[config.mk]
export PLATFORM = sky130hd
export DESIGN_NAME = imem_loader_flat
export DESIGN_NICKNAME = d
export VERILOG_FILES = /design/src/rtl/imem_loader_if.sv /design/src/rtl/imem_loader.sv /design/src/flat_wrapper.sv
export SDC_FILE = /design/constraint.sdc
export NUM_CORES = 1
export LEC_CHECK = 0
export BUFFER_PORTS_ARGS = -buffer_cell sky130_fd_sc_hd__buf_2
export CORE_MARGIN = 2
export CORE_UTILIZATION = 52
export CTS_CLUSTER_SIZE = 12
export DETAILED_ROUTE_END_ITERATION = 12
export PLACE_DENSITY = 0.75
export REMOVE_ABC_BUFFERS = 1
export SKIP_LAST_GASP = 1
export SLEW_MARGIN = 20
export SYNTH_ARGS = -nofsm -noshare
export SYNTH_HDL_FRONTEND = slang
export SYNTH_SLANG_ARGS = --single-unit
[constraint.sdc]
create_clock -name clk -period 2.7 [get_ports clk]
set_input_delay 0 -clock clk [delete_from_list [all_inputs] [get_ports clk]]
set_output_delay 0 -clock clk [all_outputs]
set_load 0.02 [all_outputs]
[src/rtl/imem_loader_if.sv]
// Byte-stream handshake and instruction-memory write port of the boot loader.
// The loader connects through the slave modport; the byte source and memory connect through master.
interface imem_loader_if #(
  parameter int IMEM_AW = 10
);
  logic               byte_valid_i;
  logic [7:0]         byte_data_i;
  logic               byte_ready_o;
  logic               imem_wen_o;
  logic [IMEM_AW-1:0] imem_addr_o;
  logic [31:0]        imem_wdata_o;

  modport master (
    output byte_valid_i,
    output byte_data_i,
    input  byte_ready_o,
    input  imem_wen_o,
    input  imem_addr_o,
    input  imem_wdata_o
  );

  modport slave (
    input  byte_valid_i,
    input  byte_data_i,
    output byte_ready_o,
    output imem_wen_o,
    output imem_addr_o,
    output imem_wdata_o
  );
endinterface

[src/rtl/imem_loader.sv]
// Boot-time loader: assembles a framed little-endian byte stream into instruction
// words, writes them from address 0 upward, and releases the core only after the checksum verifies.
module imem_loader #(
  parameter int IMEM_AW = 10
) (
  input  logic             clk,
  input  logic             reset,
  imem_loader_if.slave     bus,
  input  logic             restart_i,
  output logic             core_rst_o,
  output logic             load_done_o,
  output logic             load_err_o
);

  typedef enum logic [2:0] {LEN0, LEN1, DATA, CSUM, DONE, ERR} state_t;

  localparam logic [16:0] CAPACITY = 17'(1) << IMEM_AW;

  state_t             state_q, state_d;
  logic [7:0]         lenLo_q, lenLo_d;
  logic [IMEM_AW-1:0] lastIdx_q, lastIdx_d;
  logic [IMEM_AW-1:0] wordCnt_q, wordCnt_d;
  logic [1:0]         byteCnt_q, byteCnt_d;
  logic [7:0]         acc_q, acc_d;
  logic [23:0]        wordBuf_q, wordBuf_d;
  logic               wen_q, wen_d;
  logic [IMEM_AW-1:0] addr_q, addr_d;
  logic [31:0]        wdata_q, wdata_d;
  logic               coreRst_q, coreRst_d;
  logic               done_q, done_d;
  logic               err_q, err_d;

  logic        active;
  logic        ready;
  logic        accept;
  logic [15:0] lenWord;

  assign active  = (state_q == LEN0) || (state_q == LEN1) || (state_q == DATA) || (state_q == CSUM);
  assign ready   = active && !restart_i;
  assign accept  = ready && bus.byte_valid_i;
  assign lenWord = {bus.byte_data_i, lenLo_q};

  always_ff @(posedge clk or posedge reset) begin
    if (reset) begin
      state_q   <= LEN0;
      lenLo_q   <= '0;
      lastIdx_q <= '0;
      wordCnt_q <= '0;
      byteCnt_q <= '0;
      acc_q     <= '0;
      wordBuf_q <= '0;
      wen_q     <= 1'b0;
      addr_q    <= '0;
      wdata_q   <= '0;
      coreRst_q <= 1'b1;
      done_q    <= 1'b0;
      err_q     <= 1'b0;
    end else begin
      state_q   <= state_d;
      lenLo_q   <= lenLo_d;
      lastIdx_q <= lastIdx_d;
      wordCnt_q <= wordCnt_d;
      byteCnt_q <= byteCnt_d;
      acc_q     <= acc_d;
      wordBuf_q <= wordBuf_d;
      wen_q     <= wen_d;
      addr_q    <= addr_d;
      wdata_q   <= wdata_d;
      coreRst_q <= coreRst_d;
      done_q    <= done_d;
      err_q     <= err_d;
    end
  end

  // Restart has priority over any byte; lastIdx holds N-1 so an N = 2^IMEM_AW
  // image ends on the all-ones address and the word counter wraps harmlessly.
  always_comb begin
    state_d   = state_q;
    lenLo_d   = lenLo_q;
    lastIdx_d = lastIdx_q;
    wordCnt_d = wordCnt_q;
    byteCnt_d = byteCnt_q;
    acc_d     = acc_q;
    wordBuf_d = wordBuf_q;
    wen_d     = 1'b0;
    addr_d    = addr_q;
    wdata_d   = wdata_q;
    coreRst_d = coreRst_q;
    done_d    = done_q;
    err_d     = err_q;

    if (restart_i) begin
      state_d   = LEN0;
      wordCnt_d = '0;
      byteCnt_d = '0;
      acc_d     = '0;
      wordBuf_d = '0;
      coreRst_d = 1'b1;
      done_d    = 1'b0;
      err_d     = 1'b0;
    end else if (accept) begin
      unique case (state_q)
        LEN0: begin
          lenLo_d = bus.byte_data_i;
          state_d = LEN1;
        end
        LEN1: begin
          if ({1'b0, lenWord} > CAPACITY) begin
            state_d = ERR;
            err_d   = 1'b1;
          end else if (lenWord == 16'd0) begin
            state_d = CSUM;
          end else begin
            state_d   = DATA;
            lastIdx_d = IMEM_AW'(lenWord - 16'd1);
          end
        end
        DATA: begin
          acc_d     = acc_q ^ bus.byte_data_i;
          byteCnt_d = byteCnt_q + 2'd1;
          unique case (byteCnt_q)
            2'd0: wordBuf_d[7:0]   = bus.byte_data_i;
            2'd1: wordBuf_d[15:8]  = bus.byte_data_i;
            2'd2: wordBuf_d[23:16] = bus.byte_data_i;
            default: begin
              wen_d     = 1'b1;
              addr_d    = wordCnt_q;
              wdata_d   = {bus.byte_data_i, wordBuf_q};
              wordCnt_d = wordCnt_q + IMEM_AW'(1);
              if (wordCnt_q == lastIdx_q) state_d = CSUM;
            end
          endcase
        end
        CSUM: begin
          if (bus.byte_data_i == acc_q) begin
            state_d   = DONE;
            done_d    = 1'b1;
            coreRst_d = 1'b0;
          end else begin
            state_d = ERR;
            err_d   = 1'b1;
          end
        end
        default: begin
        end
      endcase
    end
  end

  assign bus.byte_ready_o = ready;
  assign bus.imem_wen_o   = wen_q;
  assign bus.imem_addr_o  = addr_q;
  assign bus.imem_wdata_o = wdata_q;
  assign core_rst_o       = coreRst_q;
  assign load_done_o      = done_q;
  assign load_err_o       = err_q;

endmodule

[src/flat_wrapper.sv]
// flat-port wrapper written by rule: the top's interface ports become plain ports
module imem_loader_flat 
#(
  parameter int IMEM_AW = 10
)
  (clk, reset, restart_i, core_rst_o, load_done_o, load_err_o, bus_byte_valid_i, bus_byte_data_i, bus_byte_ready_o, bus_imem_wen_o, bus_imem_addr_o, bus_imem_wdata_o);
  imem_loader_if #(.IMEM_AW(IMEM_AW)) bus_i ();
  input  logic clk;
  input  logic reset;
  input  logic restart_i;
  output logic core_rst_o;
  output logic load_done_o;
  output logic load_err_o;
  input wire logic [$bits(bus_i.byte_valid_i)-1:0] bus_byte_valid_i;
  input wire logic [$bits(bus_i.byte_data_i)-1:0] bus_byte_data_i;
  output wire logic [$bits(bus_i.byte_ready_o)-1:0] bus_byte_ready_o;
  output wire logic [$bits(bus_i.imem_wen_o)-1:0] bus_imem_wen_o;
  output wire logic [$bits(bus_i.imem_addr_o)-1:0] bus_imem_addr_o;
  output wire logic [$bits(bus_i.imem_wdata_o)-1:0] bus_imem_wdata_o;
  assign bus_i.byte_valid_i = bus_byte_valid_i;
  assign bus_i.byte_data_i = bus_byte_data_i;
  assign bus_byte_ready_o = bus_i.byte_ready_o;
  assign bus_imem_wen_o = bus_i.imem_wen_o;
  assign bus_imem_addr_o = bus_i.imem_addr_o;
  assign bus_imem_wdata_o = bus_i.imem_wdata_o;
  imem_loader #(.IMEM_AW(IMEM_AW)) u_core (.clk(clk), .reset(reset), .bus(bus_i), .restart_i(restart_i), .core_rst_o(core_rst_o), .load_done_o(load_done_o), .load_err_o(load_err_o));
endmodule
# After elaboration in Yosys (flattened, before gate mapping)
# Cells that the tools add are included.
# totals
regBits,111
input_bits,12
word_cells,107
# op_classes
add_sub_neg,3
order_cmp,1
n_eq_ne,12
mux,41
bitwise_logic,5
reduce_logical,30
# op_table
op,n
$mux 24,3
$mux 8,6
$mux 10,4
$mux 1,18
$reduce_and 3->1,6
$gt 16x11->1 const B,1
$logic_not 16->1,1
$mux 3,5
$reduce_bool 2->1,7
$ne 3x3->1 const B,4
$pmux 3 s4,1
$reduce_and 4->1,3
$add 10x1->10 const B,1
$eq 10x10->1,1
$sub 10x1->10 const B,1
$eq 8x8->1,1
$xor 8x8->8,1
$eq 3x2->1 const B,2
$mux 2,3
$reduce_and 5->1,1
$reduce_bool 5->1,1
$not 1->1,4
$eq 3x1->1 const B,1
$logic_not 3->1,1
other kinds (12),15

# Longest topological paths before layout
# logic_depth
depth_word,8
depth_mapped,8
ltp_nobuf,7

# Worst setup path before layout
# No wires, ideal clock.
# synth_path
kind,flip-flop to flip-flop
from,register u_core.lenLo_q[2]
to,register u_core.lastIdx_q[0]
setup_ps,125
arrival_time_ps,1899
required_time_ps,2575
path_slack_ps,676
stages_incl_launch_ff,7
path_buffers,1
synth_period_minus_slack_ps,2024
path_cell_list,dfrtp_1 > nor3_1 > a31oi_1 > or3_1 > nor3b_2 > buf_6 > mux2_4
# synth_between
elab_chain_len,3
# synth_lines
element,line_no,text
start: declaration,imem_loader.sv:20,"logic [7:0] lenLo_q, lenLo_d;"
start signal: assignment,imem_loader.sv:60,lenLo_q <= lenLo_d;
$gt 16x11->1 / $logic_not 16->1 (equally long branches),"imem_loader.sv:108, imem_loader.sv:111",
$not 1->1 (no line),-,
$reduce_and 5->1 (no line) *,-,
end signal: assignment,imem_loader.sv:61,lastIdx_q <= lastIdx_d;
end: declaration,imem_loader.sv:21,"logic [IMEM_AW-1:0] lastIdx_q, lastIdx_d;"
# Every way passes the cells marked *; elsewhere a longest branch is shown, timed or not.
# A chain may end at the register's enable or synchronous reset.

# Final worst setup path
# layout_path
from,register u_core.lenLo_q[2]
to,register u_core.lastIdx_q[8]
# layout_between
elab_chain_len,3
# layout_lines
element,line_no
$gt 16x11->1 / $logic_not 16->1 (equally long branches),"imem_loader.sv:108, imem_loader.sv:111"
$not 1->1 (no line),-
$reduce_and 5->1 (no line),-
# Parallel ways exist; a longest one is shown, timed or not.

==> impl_metrics.toml <==
[outcome]
status = "complete, no violations"

[clocking]
root_buffer = "clkbuf_8"
cts_buffers = 9
cts_tree = "done"
clock_latency_ns = 0.37
cts_max_path_buffers = 2
clk_pin_slew_ns = 0.10
cts.sinks = 111
cts-resized-gates = 0
ctsHtreeMaxLevel = 3

[logic_synthesis]
synth_compound_area_share_pct = 4.82
yosysWarningCount = 0
synth_edf_count = 0
ys_seq_elements = 111
synth_area_mm2 = 0.00504
synth.distinct_cells = 44
synth_top_family_by_area = "simple AND/OR/NAND/NOR gates"
ys.flop_type = "dfrtp_1"
async_flop_share_pct = 100
synth_mux_area_share_pct = 8.02
synth_top_area_cell = "dfrtp_1"
syn_avg_cell_area_um2 = 10.2
synth.top_cell.area_share_pct = 54.7
netlist_instances = 495
synth_simple_gate_area_share_pct = 19.4
synth-xor-area-share_pct = 7.13
yosysSeqAreaShare_pct = 55.2
synthAdderAreaFrac_pct = 1.74
yosys-top-cells-area = "dfrtp_1 (55%), nand2_1 (9.1%), mux2_2 (5.1%)"

[critical_path]
critPathRequiredTime_ns = 2.96
r2r-start = "u_core.lenLo_q[2]"
crit_path_start = "u_core.lenLo_q[2]"
cp.arrival_ns = 2.49
reg2regPathDepth = 6
critPathMaxFanout = 10
worstSetupPathType = "register to register"
worstReg2RegEnd = "u_core.lastIdx_q[8]"
r2r_setup_slack_ns = 0.47
startpoint_type = "register"
worstSetupEndpointType = "register"

[timing]
fmax_mhz = 449
whs_ns = 0.0272
finalSetupViolCount = 0
finClkSkew_ns = 0.0110
slew_viol_final = 0
slew_headroom_pct = 54.4
min_period_over_period_pct = 82.4
rsz0062_at_grt = "false"
period_minus_slack_ns = 2.23
hold_viol_final = 0
tns_ns = 0
worst_pin_slew_ns = 0.674

[drt]
drc = 0
vias = 3633
drt_first_pass_iters = 4
vias_per_cell = 5.30
ant_nets = 0
wl_per_cell_um = 15.2
drt_iter0_drc = 165
wl_um = 10400

[global_routing]
grt_pass1_wl_um = 17700
first_global_vias = 3554
grtUsageTotal_pct = 21.9
antenna_found_initial = 0
grt_max_degree = 51
overflow = 0

[place]
dpl.cell_count = 661
gp_congestion = 0.817
port_buffers = 58
post-dp-hpwl_um = 7250

[finish]
nets = 570
antennaDiodeCount = 0
final_cells = 685
areaGrowthSynthToFinish_pct = 13.3
drive_above_1_share_pct = 22.1

[min_path]
hold_path_class = "input port to register"
whs_endpoint = "u_core.state_q[2]"
hold_depth = 3
worstHoldStart = "bus_byte_valid_i"

[floorplan]
die_h_um = 102
initial_core_util_pct = 54.0
ios = 59
rows = 35
dieArea_mm2 = 0.0105
fp.dieW_um = 102
core_mm2 = 0.00933

[pwr]
p_leak_nw = 2.82
ir_worst_vdd_uv = 370
powerDensity_mw_per_mm2 = 538

[job]
drv_cap = 0
Yosys cell counts (5+ instances only):
| cell type | count |
|---|---|
| mux2_2 | 23 |
| clkbuf_1 | 20 |
| ha_1 | 7 |
| inv_1 | 10 |
| nor2_1 | 32 |
| nand4_1 | 5 |
| nor3_1 | 6 |
| nand2_1 | 122 |
| a21oi_1 | 31 |
| nand3_1 | 32 |
| xor2_1 | 23 |
| xnor2_1 | 18 |
| dfrtp_1 | 110 |
| mux2_4 | 9 |
worst max-delay path, cell delays in order, from the launching register on:
cell,delay (ns)
dfrtp_1,0.43
nor3_1,0.38
a31oi_1,0.19
or3_1,0.40
nor3b_2,0.16
buf_4,0.23
mux2_4,0.32
report_power, final:
group	switching, W	internal, W	total, W
clock network	0.000574	0.000382	0.000956
registers	0.0000699	0.00172	0.00179
logic	0.000193	0.000136	0.000328
area by class of cell:
| cell class | count | area, um2 |
|---|---|---|
| flip-flops and latches | 111 | 2780 |
| clock inverters | 5 | 46.3 |
| multi-input cells | 342 | 2070 |
| well taps | 129 | 161 |
| clock buffers | 11 | 141 |
| inverters | 10 | 40.0 |
| fillers | 790 | 3620 |
| repair buffers | 77 | 465 |
how the worst max path moves through the flow:
| stage | to | slack, ns |
|---|---|---|
| after floorplan | u_core.wordCnt_q[3] | -0.44 |
| after global placement | u_core.lastIdx_q[0] | 0.52 |
| after detailed placement | u_core.lastIdx_q[8] | 0.49 |
| after CTS | u_core.lastIdx_q[5] | 0.48 |
| after global routing | u_core.lastIdx_q[5] | 0.33 |
| final | u_core.lastIdx_q[8] | 0.47 |
layout by cell type (no fill, tap or decap), types with 2 or more instances in the layout:
cell	instances
o21ai_0	4
ha_1	7
buf_2	58
o31ai_1	2
mux2_4	9
nor4_1	2
xnor2_1	18
clkbuf_8	10
nand4_1	5
mux2_2	23
nand3_1	31
a21oi_1	31
nor2_1	32
a31oi_1	2
dlygate4sd3_1	8
buf_4	10
inv_1	9
nor2b_1	3
dfrtp_1	110
nor3_1	6
nand2_1	122
xor2_1	23
inv_6	4
or3_1	3
per-layer routing:
metal,wire (um),share of wire [%],vias to the layer above,global-route usage (%)
met3,426,4.1,14,3.28
met2,4980,48,97,35.2
met1,4800,46,1780,31.0
li1,-,-,1742,-
met4,187,1.8,0,6.87
met5,0,0,-,0
state kept, by name (all words and copies together) (netlist names):
name and count:
u_core.bus.imem_wen_o 1, u_core.wordCnt_q 10, u_core.lenLo_q 8, u_core.load_done_o 1
u_core.lastIdx_q 10, u_core.load_err_o 1, u_core.byteCnt_q 2, u_core.bus.imem_addr_o 10
u_core.acc_q 8, u_core.state_q 3, u_core.core_rst_o 1, u_core.bus.imem_wdata_o 32
u_core.wordBuf_q 24
timing repair:
item / CTS / global route
hold buffers: 8 / 0
setup buffers: 0 / 0
endpoints found under the hold margin: 63 / 0
logic make-up after synthesis:
kind of cell / count (synthesis)
AO/OA/AOI/OAI: 44
XOR/XNOR: 41
adder cells (fa/ha/maj): 7
buffers and inverters: 42
flip-flops: 111
multiplexers: 33
AND/OR/NAND/NOR: 217
metrics by stage:
step / util (%) / area [um2] / setup slack (ns) / total power, W
4_1_cts: 61.2 / 5710 / 0.475 / 0.00310
5_1_grt: 61.2 / 5710 / 0.328 / 0.00322
3_3_place_gp: 58.3 / 5440 / 0.524 / 0.00213
6_report: 61.2 / 5710 / 0.474 / 0.00307
2_1_floorplan: - / 4880 / -0.440 / 0.00202
3_5_place_dp: 58.3 / 5440 / 0.487 / 0.00214
(Power assumes the default switching activity.)
